<file path="config.mk">
export PLATFORM = sky130hd
export DESIGN_NAME = sign_truncator_flat
export DESIGN_NICKNAME = d
export VERILOG_FILES = /design/src/rtl/sign_truncator_if.sv /design/src/rtl/sign_truncator.sv /design/src/flat_wrapper.sv
export SDC_FILE = /design/constraint.sdc
export NUM_CORES = 1
export LEC_CHECK = 0
export BUFFER_PORTS_ARGS = -buffer_cell sky130_fd_sc_hd__buf_2
export CAP_MARGIN = 20
export CORE_MARGIN = 1
export CORE_UTILIZATION = 35
export DETAILED_ROUTE_END_ITERATION = 10
export PLACE_DENSITY = 0.66
export REMOVE_ABC_BUFFERS = 1
export SYNTH_ARGS = -nofsm -noshare
export SYNTH_HDL_FRONTEND = slang
export SYNTH_SLANG_ARGS = --single-unit
</file>
<file path="constraint.sdc">
create_clock -name clk -period 2.35 [get_ports clk]
set_clock_uncertainty 0.15 [all_clocks]
set_input_delay 0.1175 -clock clk [delete_from_list [all_inputs] [get_ports clk]]
set_output_delay 0.1175 -clock clk [all_outputs]
set_load 0.005 [all_outputs]
</file>
<file path="src/rtl/sign_truncator_if.sv">
// Handshake bundle for the sign truncator: upstream word channel, downstream
// result channel and the overflow counter controls.
interface sign_truncator_if #(
  parameter int sizeOut = 9
);

  // Upstream channel
  logic               in_valid;
  logic               in_ready;
  logic [63:0]        in;

  // Downstream channel
  logic               out_valid;
  logic               out_ready;
  logic [sizeOut-1:0] out;
  logic               fits;

  // Overflow statistics
  logic [7:0]         ovf_count;
  logic               clear_count;

  // Producer/consumer side (drives words in, accepts results).
  modport master (
    output in_valid, in, out_ready, clear_count,
    input  in_ready, out_valid, out, fits, ovf_count
  );

  // Truncator side.
  modport slave (
    input  in_valid, in, out_ready, clear_count,
    output in_ready, out_valid, out, fits, ovf_count
  );

endinterface

</file>
<file path="src/rtl/sign_truncator.sv">
// Narrows a signed 64-bit word to a sizeOut-bit signed field, saturating when
// the value does not fit. Two-stage valid/ready pipeline with full throughput
// and a sticky-at-255 counter of delivered overflows.
module sign_truncator #(
  parameter int sizeOut = 9
) (
  input  logic            clk,
  input  logic            reset,
  sign_truncator_if.slave bus
);

  if (sizeOut < 2 || sizeOut > 63) begin : g_bad_size
    $error("sign_truncator: sizeOut must be within 2..63");
  end

  localparam logic [sizeOut-1:0] MaxPos = {1'b0, {(sizeOut-1){1'b1}}};
  localparam logic [sizeOut-1:0] MinNeg = {1'b1, {(sizeOut-1){1'b0}}};

  // Fit test and saturation of the incoming word
  logic signed [63:0]  shifted;
  logic                fits_c;
  logic [sizeOut-1:0]  res_c;

  // Stage registers
  logic                rdy_q,      rdy_d;
  logic                s1_valid_q, s1_valid_d;
  logic [sizeOut-1:0]  s1_data_q,  s1_data_d;
  logic                s1_fits_q,  s1_fits_d;
  logic                s2_valid_q, s2_valid_d;
  logic [sizeOut-1:0]  s2_data_q,  s2_data_d;
  logic                s2_fits_q,  s2_fits_d;
  logic [7:0]          cnt_q,      cnt_d;

  // Handshake terms
  logic                s2_fire;
  logic                s2_load;
  logic                in_ready_c;
  logic                in_fire;

  // Compute fit flag and narrowed/saturated value for the word on the input.
  always_comb begin
    // NOTE: every always_comb output gets a default before any branch so no
    // path leaves it unassigned, which would otherwise infer a latch.
    res_c   = bus.in[sizeOut-1:0];
    // The word fits iff bits [63:sizeOut-1] are all copies of the sign bit,
    // i.e. the arithmetic shift leaves all zeros or all ones.
    shifted = $signed(bus.in) >>> (sizeOut - 1);
    fits_c  = (shifted == 64'sd0) || (shifted == -64'sd1);
    if (!fits_c) begin
      res_c = bus.in[63] ? MinNeg : MaxPos;
    end
  end

  // Pipeline advance, input acceptance and overflow count next-state.
  always_comb begin
    s2_fire    = s2_valid_q & bus.out_ready;
    s2_load    = s1_valid_q & (~s2_valid_q | bus.out_ready);
    // rdy_q keeps in_ready low while reset is held and until the first edge.
    in_ready_c = rdy_q & (~s1_valid_q | s2_load);
    in_fire    = bus.in_valid & in_ready_c;

    rdy_d      = 1'b1;
    s1_valid_d = s1_valid_q;
    s1_data_d  = s1_data_q;
    s1_fits_d  = s1_fits_q;
    s2_valid_d = s2_valid_q;
    s2_data_d  = s2_data_q;
    s2_fits_d  = s2_fits_q;
    cnt_d      = cnt_q;

    if (in_fire) begin
      s1_valid_d = 1'b1;
      s1_data_d  = res_c;
      s1_fits_d  = fits_c;
    end else if (s2_load) begin
      s1_valid_d = 1'b0;
    end

    if (s2_load) begin
      s2_valid_d = 1'b1;
      s2_data_d  = s1_data_q;
      s2_fits_d  = s1_fits_q;
    end else if (s2_fire) begin
      s2_valid_d = 1'b0;
    end

    // Clear takes priority over a same-cycle overflow delivery.
    if (bus.clear_count) begin
      cnt_d = 8'd0;
    end else if (s2_fire && !s2_fits_q && cnt_q != 8'hFF) begin
      cnt_d = cnt_q + 8'd1;
    end
  end

  // State register; reset empties both stages and zeroes visible outputs.
  always_ff @(posedge clk or posedge reset) begin
    if (reset) begin
      // NOTE: state is updated with non-blocking assignments so every register
      // samples pre-edge values regardless of statement order.
      rdy_q      <= 1'b0;
      s1_valid_q <= 1'b0;
      s1_data_q  <= '0;
      s1_fits_q  <= 1'b0;
      s2_valid_q <= 1'b0;
      s2_data_q  <= '0;
      s2_fits_q  <= 1'b0;
      cnt_q      <= 8'd0;
    end else begin
      rdy_q      <= rdy_d;
      s1_valid_q <= s1_valid_d;
      s1_data_q  <= s1_data_d;
      s1_fits_q  <= s1_fits_d;
      s2_valid_q <= s2_valid_d;
      s2_data_q  <= s2_data_d;
      s2_fits_q  <= s2_fits_d;
      cnt_q      <= cnt_d;
    end
  end

  assign bus.in_ready  = in_ready_c;
  assign bus.out_valid = s2_valid_q;
  assign bus.out       = s2_data_q;
  assign bus.fits      = s2_fits_q;
  assign bus.ovf_count = cnt_q;

endmodule

</file>
<file path="src/flat_wrapper.sv">
// flat-port wrapper written by rule: the top's interface ports become plain ports
module sign_truncator_flat 
#(
  parameter int sizeOut = 9
)
  (clk, reset, bus_in_valid, bus_in, bus_out_ready, bus_clear_count, bus_in_ready, bus_out_valid, bus_out, bus_fits, bus_ovf_count);
  sign_truncator_if #(.sizeOut(sizeOut)) bus_i ();
  input  logic clk;
  input  logic reset;
  input wire logic [$bits(bus_i.in_valid)-1:0] bus_in_valid;
  input wire logic [$bits(bus_i.in)-1:0] bus_in;
  input wire logic [$bits(bus_i.out_ready)-1:0] bus_out_ready;
  input wire logic [$bits(bus_i.clear_count)-1:0] bus_clear_count;
  output wire logic [$bits(bus_i.in_ready)-1:0] bus_in_ready;
  output wire logic [$bits(bus_i.out_valid)-1:0] bus_out_valid;
  output wire logic [$bits(bus_i.out)-1:0] bus_out;
  output wire logic [$bits(bus_i.fits)-1:0] bus_fits;
  output wire logic [$bits(bus_i.ovf_count)-1:0] bus_ovf_count;
  assign bus_i.in_valid = bus_in_valid;
  assign bus_i.in = bus_in;
  assign bus_i.out_ready = bus_out_ready;
  assign bus_i.clear_count = bus_clear_count;
  assign bus_in_ready = bus_i.in_ready;
  assign bus_out_valid = bus_i.out_valid;
  assign bus_out = bus_i.out;
  assign bus_fits = bus_i.fits;
  assign bus_ovf_count = bus_i.ovf_count;
  sign_truncator #(.sizeOut(sizeOut)) u_core (.clk(clk), .reset(reset), .bus(bus_i));
endmodule
</file>
==> results of run 1 <==
[power by group through the flow]
stage	Sequential, mW	Clock, mW	Combinational [mW]
after global placement	0.663	0	0.275
after detailed placement	0.664	0	0.285
after CTS	0.655	0.475	0.300
after global routing	0.665	0.491	0.328
final	0.654	0.455	0.295
after floorplan	0.664	0	0.124
[worst max-delay path by stage]
stage	from	end	slack [ns]	depth (start not counted)
finish	bus_in[63]	u_core.s1_data_q[0]	0.38	7
floorplan	u_core.bus.out_valid	u_core.s1_data_q[5]	0.50	5
global route	bus_in[63]	u_core.s1_data_q[3]	0.19	7
detailed placement	bus_in[14]	u_core.s1_data_q[0]	0.39	6
CTS	bus_in[63]	u_core.s1_data_q[0]	0.35	7
global placement	bus_in[14]	u_core.s1_data_q[5]	0.41	6
[final cells by class]
class | count | area, sq um
Inverter | 4 | 15.0
Sequential cell | 31 | 776
Multi-Input combinational cell | 118 | 783
Tap cell | 52 | 65.1
Fill cell | 410 | 2080
Clock buffer | 8 | 100
Timing Repair Buffer | 101 | 566
[critical path: cells and delay by family]
kind / cells / cell delay [ns]
buf+inv: 2 / 0.67
simple gates: 4 / 1.03
compound gates: 1 / 0.14
[through the flow]
stage               total power, mW  hold WS, ns  utilization, %  worst slack [ns]  area [sq um]
finish                         1.40       0.0177            52.6             0.376          2300
detailed placement            0.949       0.0654            47.8             0.392          2090
global placement              0.938       0.0699            47.8             0.409          2090
CTS                            1.43      0.00913            52.6             0.353          2300
global route                   1.48       0.0433            52.6             0.194          2300
floorplan                     0.788       0.0306               -             0.503          1570
[cells in the final DEF, fill, tap and decap left out]
master / count
or3_1: 1
nand3b_2: 1
or4b_1: 1
clkbuf_1: 1
ha_1: 1
mux2_2: 10
a21oi_1: 1
nand4_1: 19
xnor2_1: 5
nand2b_1: 2
nor4_1: 18
and2_4: 1
nor2b_1: 1
and3_1: 1
o21ai_0: 1
nor3_1: 4
mux2i_1: 1
buf_4: 2
nor2_1: 9
nand2_1: 25
buf_2: 88
xor2_1: 1
nand2_2: 1
dfrtp_1: 31
conb_1: 1
inv_1: 4
dlygate4sd3_1: 11
clkbuf_8: 7
o21ai_1: 1
o2111ai_2: 1
o211ai_2: 8
nand3_1: 3
[layer usage]
metal  global-route usage, %  up-vias
met4                    8.16        0
met2                    33.8       73
met3                    3.49        7
li1                        -      795
met5                       0        -
met1                    19.5      744
[flip-flops by register name (all words and copies together) (netlist names)]
signal,cells
u_core.bus.fits,1
u_core.bus.out,9
u_core.bus.out_valid,1
u_core.bus.ovf_count,8
u_core.rdy_q,1
u_core.s1_data_q,9
u_core.s1_fits_q,1
u_core.s1_valid_q,1
[repair_timing]
action,CTS,global route
hold endpoints to repair,48,0
buffers inserted,0,0
hold buffers,11,0
endpoints found under the setup margin,0,0
[cells by family after synthesis]
kind of cell	Yosys count	synth area share, %
xor gates and xnor gates	6	3.29
muxes	11	7.67
and+or+nand+nor	87	28.9
other	1	0.235
DFF	31	48.6
AOI/OAI and AO/OA	12	8.14
buffers and inverters	9	2.43
adders and majority gates	1	0.783
==> reports/results.txt, run 1 <==
Htree depth: 2
Number of enable flip-flop cells after synthesis: 0
Initial DRC count: 57
Core Area: 4380 sq um
Req. time, crit path: 2.33 ns
First-pass DRT Iterations: 4
Slew margin rel.: 36.9%
Cell taking the most area after synthesis: dfrtp_1
CTS Buffer Depth: 2
Max FO, Critical Path: 8
NetSw: 0.358 mW
Cell-internal power: 1.05 mW
Hold Crit Depth: 3
Primary FF master, synth: dfrtp_1
Post-synthesis area per instance: 10.1 sq um
DP Cell Count: 295
R2R depth: 5
Met1 Wirelength: 1580 um
Synthesized area: 1600 sq um
Initial antenna violation count: 0
PostCTS Resize Cnt: 0
Worst skew pair latency: 0.28 ns
Hold crit path type: in -> reg
Die W: 69.6 um
Max Cap Viol: 0
Number of distinct library cells after synthesis: 31
CTS tree: built
P&R area growth vs syn: 44.2%
Setup crit end kind: register
Hold Path Sink: u_core.s1_valid_q
Max-slew violations: 0
Worst-path clk slew: 0.06 ns
CTS root buffer: clkbuf_8
Clock Power Share: 32.4%
TNS Setup: 0 ns
Yosys reg bits: 31
Top sig layer: met4
Flop2flop setup slack: 0.49 ns
Share of layout cells above drive strength 1: 45.4%
Routed wl met2: 2070 um
CP Class: in -> reg
Via Count: 1619
Post-synth top cells: dfrtp_1, nand2_1, nand4_1, nor4_1, mux2_2
Global-route wire length before repair: 6840 um
Fin crit share: 84.0%
Via density: 5.16
Post-synthesis sequential area ratio: 48.6%
Row count: 24
Yosys warns: 0
Largest net degree at the start of global routing: 32
Die Ht: 69.6 um
Most frequent cell after synthesis: dfrtp_1
Vias in the first global route: 1601
Reg2Reg Launch Point: u_core.bus.out_valid
Top cell by count, worst path: nor4_1
Crit path arrival time: 1.96 ns
Starting density of the core: 36.4%
Fraction of registers with async set/reset: 100%
Fmax: 507 MHz
Routed Antenna Nets: 0
Die Area: 4840 sq um
GPL Wtd Cong: 0.817
CTS Buf Count: 5
Inserted Diodes: 0
CTS Sinks: 31
RSZ-0062 raised after global routing: no
CP max stage delay: 0.53 ns
Remaining Overflow, GRT: 0
Switching share of power: 25.5%
Wire length on met3: 241 um
Total GRT Usage: 18.1%
Seq pwr share: 46.6%
Fin nets: 331
Drc violations: 0
I/O Pins: 89
CP Launch Type: input pin
Logic gate share of total power: 21.0%
Area contributors post-synth: dfrtp_1, nand4_1, mux2_2, nor4_1, o211ai_2
Post-DP HPWL: 3110 um
Setup violations, final: 0
Synth top area share: 48.6%
CP Cell Sequence: dlygate4sd3_1 > buf_2 > nor4_1 > nand4_1 > nor4_1 > or4b_1 > o211ai_2
Fin cells: 314
Drt wl/cell: 12.6 um
Slowest cell on crit path: dlygate4sd3_1
Post-Route WL: 3970 um
Min Clock Period, post-route: 1.97 ns
Leakage power: 1.11 nW
Cells after Synth: 158
PortBufs: 88
Reg2reg end: u_core.s1_data_q[5]
Maximum VDD drop: 0.000225 V
Pwr/cell area: 609 nW/um^2
Hold Vio Cnt, Final: 0
Status: completed
Worst Max-Slew Pin Slew: 0.944 ns
Min-delay src: bus_out_ready
(Power assumes the default switching activity.)
==> inputs of run 2 (changes only) <==
--- a/config.mk
+++ b/config.mk
@@ -10,7 +10,7 @@
 export CORE_MARGIN = 1
 export CORE_UTILIZATION = 35
 export DETAILED_ROUTE_END_ITERATION = 10
-export PLACE_DENSITY = 0.66
+export PLACE_DENSITY = 0.68
 export REMOVE_ABC_BUFFERS = 1
 export SYNTH_ARGS = -nofsm -noshare
 export SYNTH_HDL_FRONTEND = slang
==> constraint.sdc (replaced) <==
create_clock -name clk -period 1.6 [get_ports clk]
set_clock_uncertainty 0.15 [all_clocks]
set_input_delay 0.08 -clock clk [delete_from_list [all_inputs] [get_ports clk]]
set_output_delay 0.08 -clock clk [all_outputs]
set_load 0.005 [all_outputs]
==> run 2 against run 1 <==
Net effect:
- the flow now finishes with violations (negative setup slack)
- first-iteration DRC count down 14%
- cell area up 9.9%
- utilization up 5.2 points
- worst hold slack better by 0.026 ns
- sequential power up 46%
- wire length up 2.7%
==> reports/results.txt, run 2 (same netlist as run 1, synthesis figures left out) <==
Post-Route WL: 4070 um (was 3970 um)
Final Instance Area: 2530 sq um (was 2300 sq um)
PortBufs: 88 (unchanged)
Commonest non-fill, non-tap cell in the layout: buf_2 (unchanged)
Fin crit share: 101%
Post-DP HPWL: 3190 um (was 3110 um)
Final Power: 2.11 mW (was 1.40 mW)
Worst Max-Slew Pin Slew: 0.545 ns (was 0.944 ns)
Pre-CTS setup slack: -0.170 ns (was 0.392 ns)
I/O Pins: 89 (unchanged)
Largest net degree at the start of global routing: 21 (was 32)
Maximum VDD drop: 0.000337 V (was 0.000225 V)
TNS Setup: -0.152 ns (was 0 ns)
Worst-path clk slew: 0.06 ns (about the same)
Inserted Diodes: 0 (unchanged)
Remaining Overflow, GRT: 0 (unchanged)
Setup violations, final: 8 (was 0)
Die Area: 4840 sq um (unchanged)
CTS root buffer: clkbuf_8 (unchanged)
Via density: 5.05 (was 5.16)
Global-route wire length before repair: 6840 um (about the same)
Share of layout cells above drive strength 1: 52.7% (was 45.4%)
Max-slew violations: 0 (unchanged)
Starting density of the core: 36.4% (unchanged)
RSZ-0062 raised after global routing: yes (was no)
Initial antenna violation count: 0 (unchanged)
CTS Buffer Depth: 2 (unchanged)
Setup ws final: -0.0226 ns (was 0.376 ns)
Min Clock Period, post-route: 1.62 ns
Status: finished with violations (was completed)
Initial DRC count: 49 (was 57)
Htree depth: 2 (unchanged)
CP Launch Type: register (was input pin)
Core Area: 4380 sq um (unchanged)
Finished Core Util: 57.8% (was 52.6%)
Via Count: 1681 (was 1619)
Leakage power: 1.22 nW (was 1.11 nW)
Hold Vio Cnt, Final: 0 (unchanged)
Row count: 24 (unchanged)
Drt wl/cell: 12.2 um (was 12.6 um)
Max Cap Viol: 0 (unchanged)
Most frequent cells in the layout: buf_2, dfrtp_1, nand2_1 (unchanged)
Worst skew pair latency: 0.28 ns (about the same)
Pwr/cell area: 833 nW/um^2 (was 609 nW/um^2)
Total GRT Usage: 18.1% (about the same)
Fin nets: 350 (was 331)
First-pass DRT Iterations: 4 (unchanged)
R2R depth: 5 (unchanged)
Vias in the first global route: 1664 (was 1601)
P&R area growth vs syn: 58.6% (was 44.2%)
Max FO, Critical Path: 8 (unchanged)
Failing checks: negative setup slack
CP Class: reg -> reg (was in -> reg)
Routed Antenna Nets: 0 (unchanged)
Hold Crit Depth: 4 (was 3)
Crit path arrival time: 1.68 ns (was 1.96 ns)
Hold crit path type: in -> reg (unchanged)
Fmax: 616 MHz
Slew margin rel.: 63.5% (was 36.9%)
Req. time, crit path: 1.66 ns (was 2.33 ns)
Die Ht: 69.6 um (unchanged)
CTS Sinks: 31 (unchanged)
Setup crit end kind: register (unchanged)
CTS tree: built (unchanged)
GPL Wtd Cong: 0.789 (was 0.817)
CTS Buf Count: 5 (unchanged)
Placed Area: 2250 sq um (was 2090 sq um)
Drc violations: 0 (unchanged)
Die W: 69.6 um (unchanged)
## run 2: worst max-delay path: stages (launching register included)
cell	delay (ns)
dfrtp_1	0.39
nand3b_2	0.10
and2_4	0.15
nand2_2	0.06
or4b_4	0.61
o211ai_2	0.09
## run 2: worst paths after layout
| check | endpoint | from | slack [ns] |
|---|---|---|---|
| hold / removal | u_core.s1_valid_q | bus_out_ready | 0.04 |
| setup / recovery | u_core.s1_data_q[2] | u_core.s1_valid_q | -0.02 |
| max in group asynchronous | u_core.s1_data_q[1] | reset | 0.60 |
| min in group asynchronous | u_core.s1_data_q[0] | reset | 0.22 |
| setup reg to reg | u_core.s1_data_q[2] | u_core.s1_valid_q | -0.02 |
| hold reg to reg | u_core.s1_data_q[8] | u_core.s1_data_q[8] | 0.32 |
## run 2: cell type report
class | count | area (sq um)
Fill cell | 376 | 1850
Multi-Input combinational cell | 118 | 841
Sequential cell | 31 | 776
Timing Repair Buffer | 120 | 737
Clock buffer | 8 | 100
Tap cell | 52 | 65.1
Inverter | 4 | 15.0
## run 2: what timing repair did
item                                    CTS  global route
setup buffers                             3             1
endpoints found under the hold margin    28             0
gates resized for setup                   6             7
hold buffers                             11             0
pin swaps                                 5             7
endpoints found under the setup margin   16            18
## run 2: where the power goes
part / switching [mW] / total, mW / internal [mW]
registers: 0.0557 / 0.956 / 0.900
logic: 0.205 / 0.493 / 0.288
clock network: 0.269 / 0.660 / 0.392
total: 0.529 / 2.11 / 1.58
## run 2: metal layers
layer,vias to the layer above,track usage [%],wire length [um]
li1,835,-,-
met5,-,0,0
met1,764,19.4,1570
met3,7,5.09,285
met4,0,7.26,63
met2,75,33.1,2160
## run 2: through the flow
stage | std cells | hold WS, ns
finish | 333 | 0.0434
CTS | 332 | 0.0416
detailed placement | 311 | -0.0188
global route | 333 | 0.0519
floorplan | 153 | -0.00686
global placement | 311 | -0.0152
==> inputs of run 3 (changes only) <==
--- a/config.mk
+++ b/config.mk
@@ -5,11 +5,13 @@
 export SDC_FILE = /design/constraint.sdc
 export NUM_CORES = 1
 export LEC_CHECK = 0
+export ABC_CLOCK_PERIOD_IN_PS = 1600
 export BUFFER_PORTS_ARGS = -buffer_cell sky130_fd_sc_hd__buf_2
 export CAP_MARGIN = 20
 export CORE_MARGIN = 1
 export CORE_UTILIZATION = 35
 export DETAILED_ROUTE_END_ITERATION = 10
+export GPL_TIMING_DRIVEN = 0
 export PLACE_DENSITY = 0.68
 export REMOVE_ABC_BUFFERS = 1
 export SYNTH_ARGS = -nofsm -noshare
==> run 3 against run 2 <==
Net effect:
- the run still ends with negative setup slack left
- non-clock buffer count is 11 lower
- combinational power is 3% lower
- wire length is 4.7% higher
- sequential share of layout area is 0.48 points higher
- highest routed layer unchanged
==> reports/results.txt, run 3 (same netlist as run 1, synthesis figures left out) <==
I/O Pins: 89 (unchanged)
Remaining Overflow, GRT: 0 (unchanged)
Fillers: 392 (was 376)
Routed Antenna Nets: 0 (unchanged)
NetSw: 0.560 mW (was 0.529 mW)
Setup crit end kind: register (unchanged)
Pre-CTS setup slack: -0.426 ns (was -0.170 ns)
CTS Sinks: 31 (unchanged)
Switching share of power: 25.1% (about the same)
TNS Setup: -0.524 ns (was -0.152 ns)
Cell-internal power: 1.67 mW (was 1.58 mW)
Grt met1 use: 20.0% (was 19.4%)
Hold crit path type: in -> reg (unchanged)
Post-DP HPWL: 3070 um (was 3190 um)
Htree depth: 2 (unchanged)
Req. time, crit path: 1.66 ns (about the same)
GPL Wtd Cong: 0.773 (was 0.789)
Fin crit share: 104% (was 101%)
Core Area: 4380 sq um (unchanged)
Max-slew violations: 0 (unchanged)
Failing checks: negative setup slack (unchanged)
Starting density of the core: 36.4% (unchanged)
Row count: 24 (unchanged)
Fin nets: 339 (was 350)
Via density: 5.20 (was 5.05)
Max FO, Critical Path: 8 (unchanged)
Setup violations, final: 11 (was 8)
Post-Route WL: 4260 um (was 4070 um)
Initial antenna violation count: 0 (unchanged)
Worst Max-Slew Pin Slew: 0.563 ns (was 0.545 ns)
CP Launch Type: register (unchanged)
Drc violations: 0 (unchanged)
Global-route wire length before repair: 6890 um (was 6840 um)
Hold Vio Cnt, Final: 0 (unchanged)
Commonest non-fill, non-tap cell in the layout: buf_2 (unchanged)
Met2 usage: 33.7% (was 33.1%)
Die W: 69.6 um (unchanged)
Total GRT Usage: 18.4% (was 18.1%)
Initial DRC count: 33 (was 49)
Final Power: 2.24 mW (was 2.11 mW)
Largest net degree at the start of global routing: 25 (was 21)
Crit path arrival time: 1.72 ns (was 1.68 ns)
Slew margin rel.: 62.3% (was 63.5%)
CTS Buf Count: 5 (unchanged)
First-pass DRT Iterations: 4 (unchanged)
Pwr/cell area: 894 nW/um^2 (was 833 nW/um^2)
DP Cell Count: 294 (was 311)
Grt peak-use layer: met2 (unchanged)
Fin cells: 322 (was 333)
Maximum VDD drop: 0.000355 V (was 0.000337 V)
Seq pwr share: 43.1% (was 45.3%)
Status: finished with violations (unchanged)
Area taken by multi-input logic gates: 875 sq um (was 841 sq um)
WHS: 0.0158 ns (was 0.0434 ns)
CTS root buffer: clkbuf_8 (unchanged)
Clock Power Share: 35.5% (was 31.3%)
Via Count: 1674 (was 1681)
Share of layout cells above drive strength 1: 51.5% (was 52.7%)
RSZ-0062 raised after global routing: yes (unchanged)
Worst skew pair latency: 0.29 ns (was 0.28 ns)
Worst-path clk slew: 0.06 ns (about the same)
Routing usage on met3: 5.09% (unchanged)
Logic gate share of total power: 21.4% (was 23.4%)
Max Cap Viol: 0 (unchanged)
Die Ht: 69.6 um (unchanged)
Drt wl/cell: 13.2 um (was 12.2 um)
Most frequent cells in the layout: buf_2, dfrtp_1, nand2_1 (unchanged)
FF/Latch Area: 777 sq um (was 776 sq um)
Setup ws final: -0.0661 ns (was -0.0226 ns)
Min Clock Period, post-route: 1.67 ns (was 1.62 ns)
Fmax: 600 MHz (was 616 MHz)
CTS Buffer Depth: 2 (unchanged)
PortBufs: 88 (unchanged)
Die Area: 4840 sq um (unchanged)
Leakage power: 1.18 nW (was 1.22 nW)
CTS tree: built (unchanged)
Vias in the first global route: 1603 (was 1664)
CP Class: reg -> reg (unchanged)
Inserted Diodes: 0 (unchanged)
P&R area growth vs syn: 56.4% (was 58.6%)
-- run 3: cell count changes in the layout (fill, tap and decap cells not counted), moves of 2 or more --
cell | previous run | this run
buf_4 | 18 | 8
nor3_1 | 4 | 0
nor3_2 | 0 | 4
buf_12 | 2 | 0
-- run 3: area by class of cell --
cell class | instances | area share (%)
clock buffer | 6 | 3.30
clock inverter | 2 | 1.40
inverter | 4 | 0.601
multi-input combinational | 118 | 35.0
sequential | 31 | 31.1
tap | 52 | 2.60
timing repair buffer | 109 | 26.0
-- run 3: final timing paths --
| kind | start | end | slack, ns | cells past startpoint |
|---|---|---|---|---|
| worst max-delay path | u_core.bus.out_valid | u_core.s1_data_q[5] | -0.07 | 5 |
| worst min register to register | u_core.s1_data_q[8] | u_core.s1_data_q[8] | 0.32 | 2 |
| min in group asynchronous | reset | u_core.s1_data_q[2] | 0.16 | 3 |
| max in group asynchronous | reset | u_core.bus.out_valid | 0.67 | 4 |
| worst min-delay path | bus_out_ready | u_core.s1_valid_q | 0.02 | 3 |
| worst max register to register | u_core.bus.out_valid | u_core.s1_data_q[5] | -0.07 | 5 |
-- run 3: stage by stage --
step / cell area (sq um) / utilization, %
floorplan: 1570 / -
finish: 2500 / 57.0
detailed placement: 2110 / 48.1
global placement: 2080 / 47.4
CTS: 2430 / 55.5
global route: 2500 / 57.0
-- run 3: routing by layer --
layer | part of all wire [%] | routed length [um]
met1 | 38 | 1640
met2 | 53 | 2270
met3 | 6.6 | 282
met4 | 1.6 | 70
met5 | 0 | 0
-- run 3: critical path, cell delays in order, from the launching register on --
cell	delay, ns
dfrtp_2	0.42
nand3b_4	0.08
and2_4	0.17
nand2_8	0.05
or4b_4	0.61
o211ai_2	0.11
-- run 3: repair_timing --
action / 4_1_cts / 5_1_grt
setup buffers: 6 / 3
endpoints found under the hold margin: 48 / 0
pin swaps: 10 / 9
hold buffers: 11 / 0
gates resized for setup: 10 / 8
setup endpoints to repair: 16 / 17
gates cloned: 0 / 0
-- run 3: power by group through the flow --
stage                     Clock, mW  Sequential, mW  Combinational, mW
after global placement            0           0.973              0.400
after global routing          0.847           0.979              0.530
after floorplan                   0           0.976              0.182
after detailed placement          0           0.980              0.420
after CTS                     0.812           0.961              0.480
final                         0.794           0.963              0.478
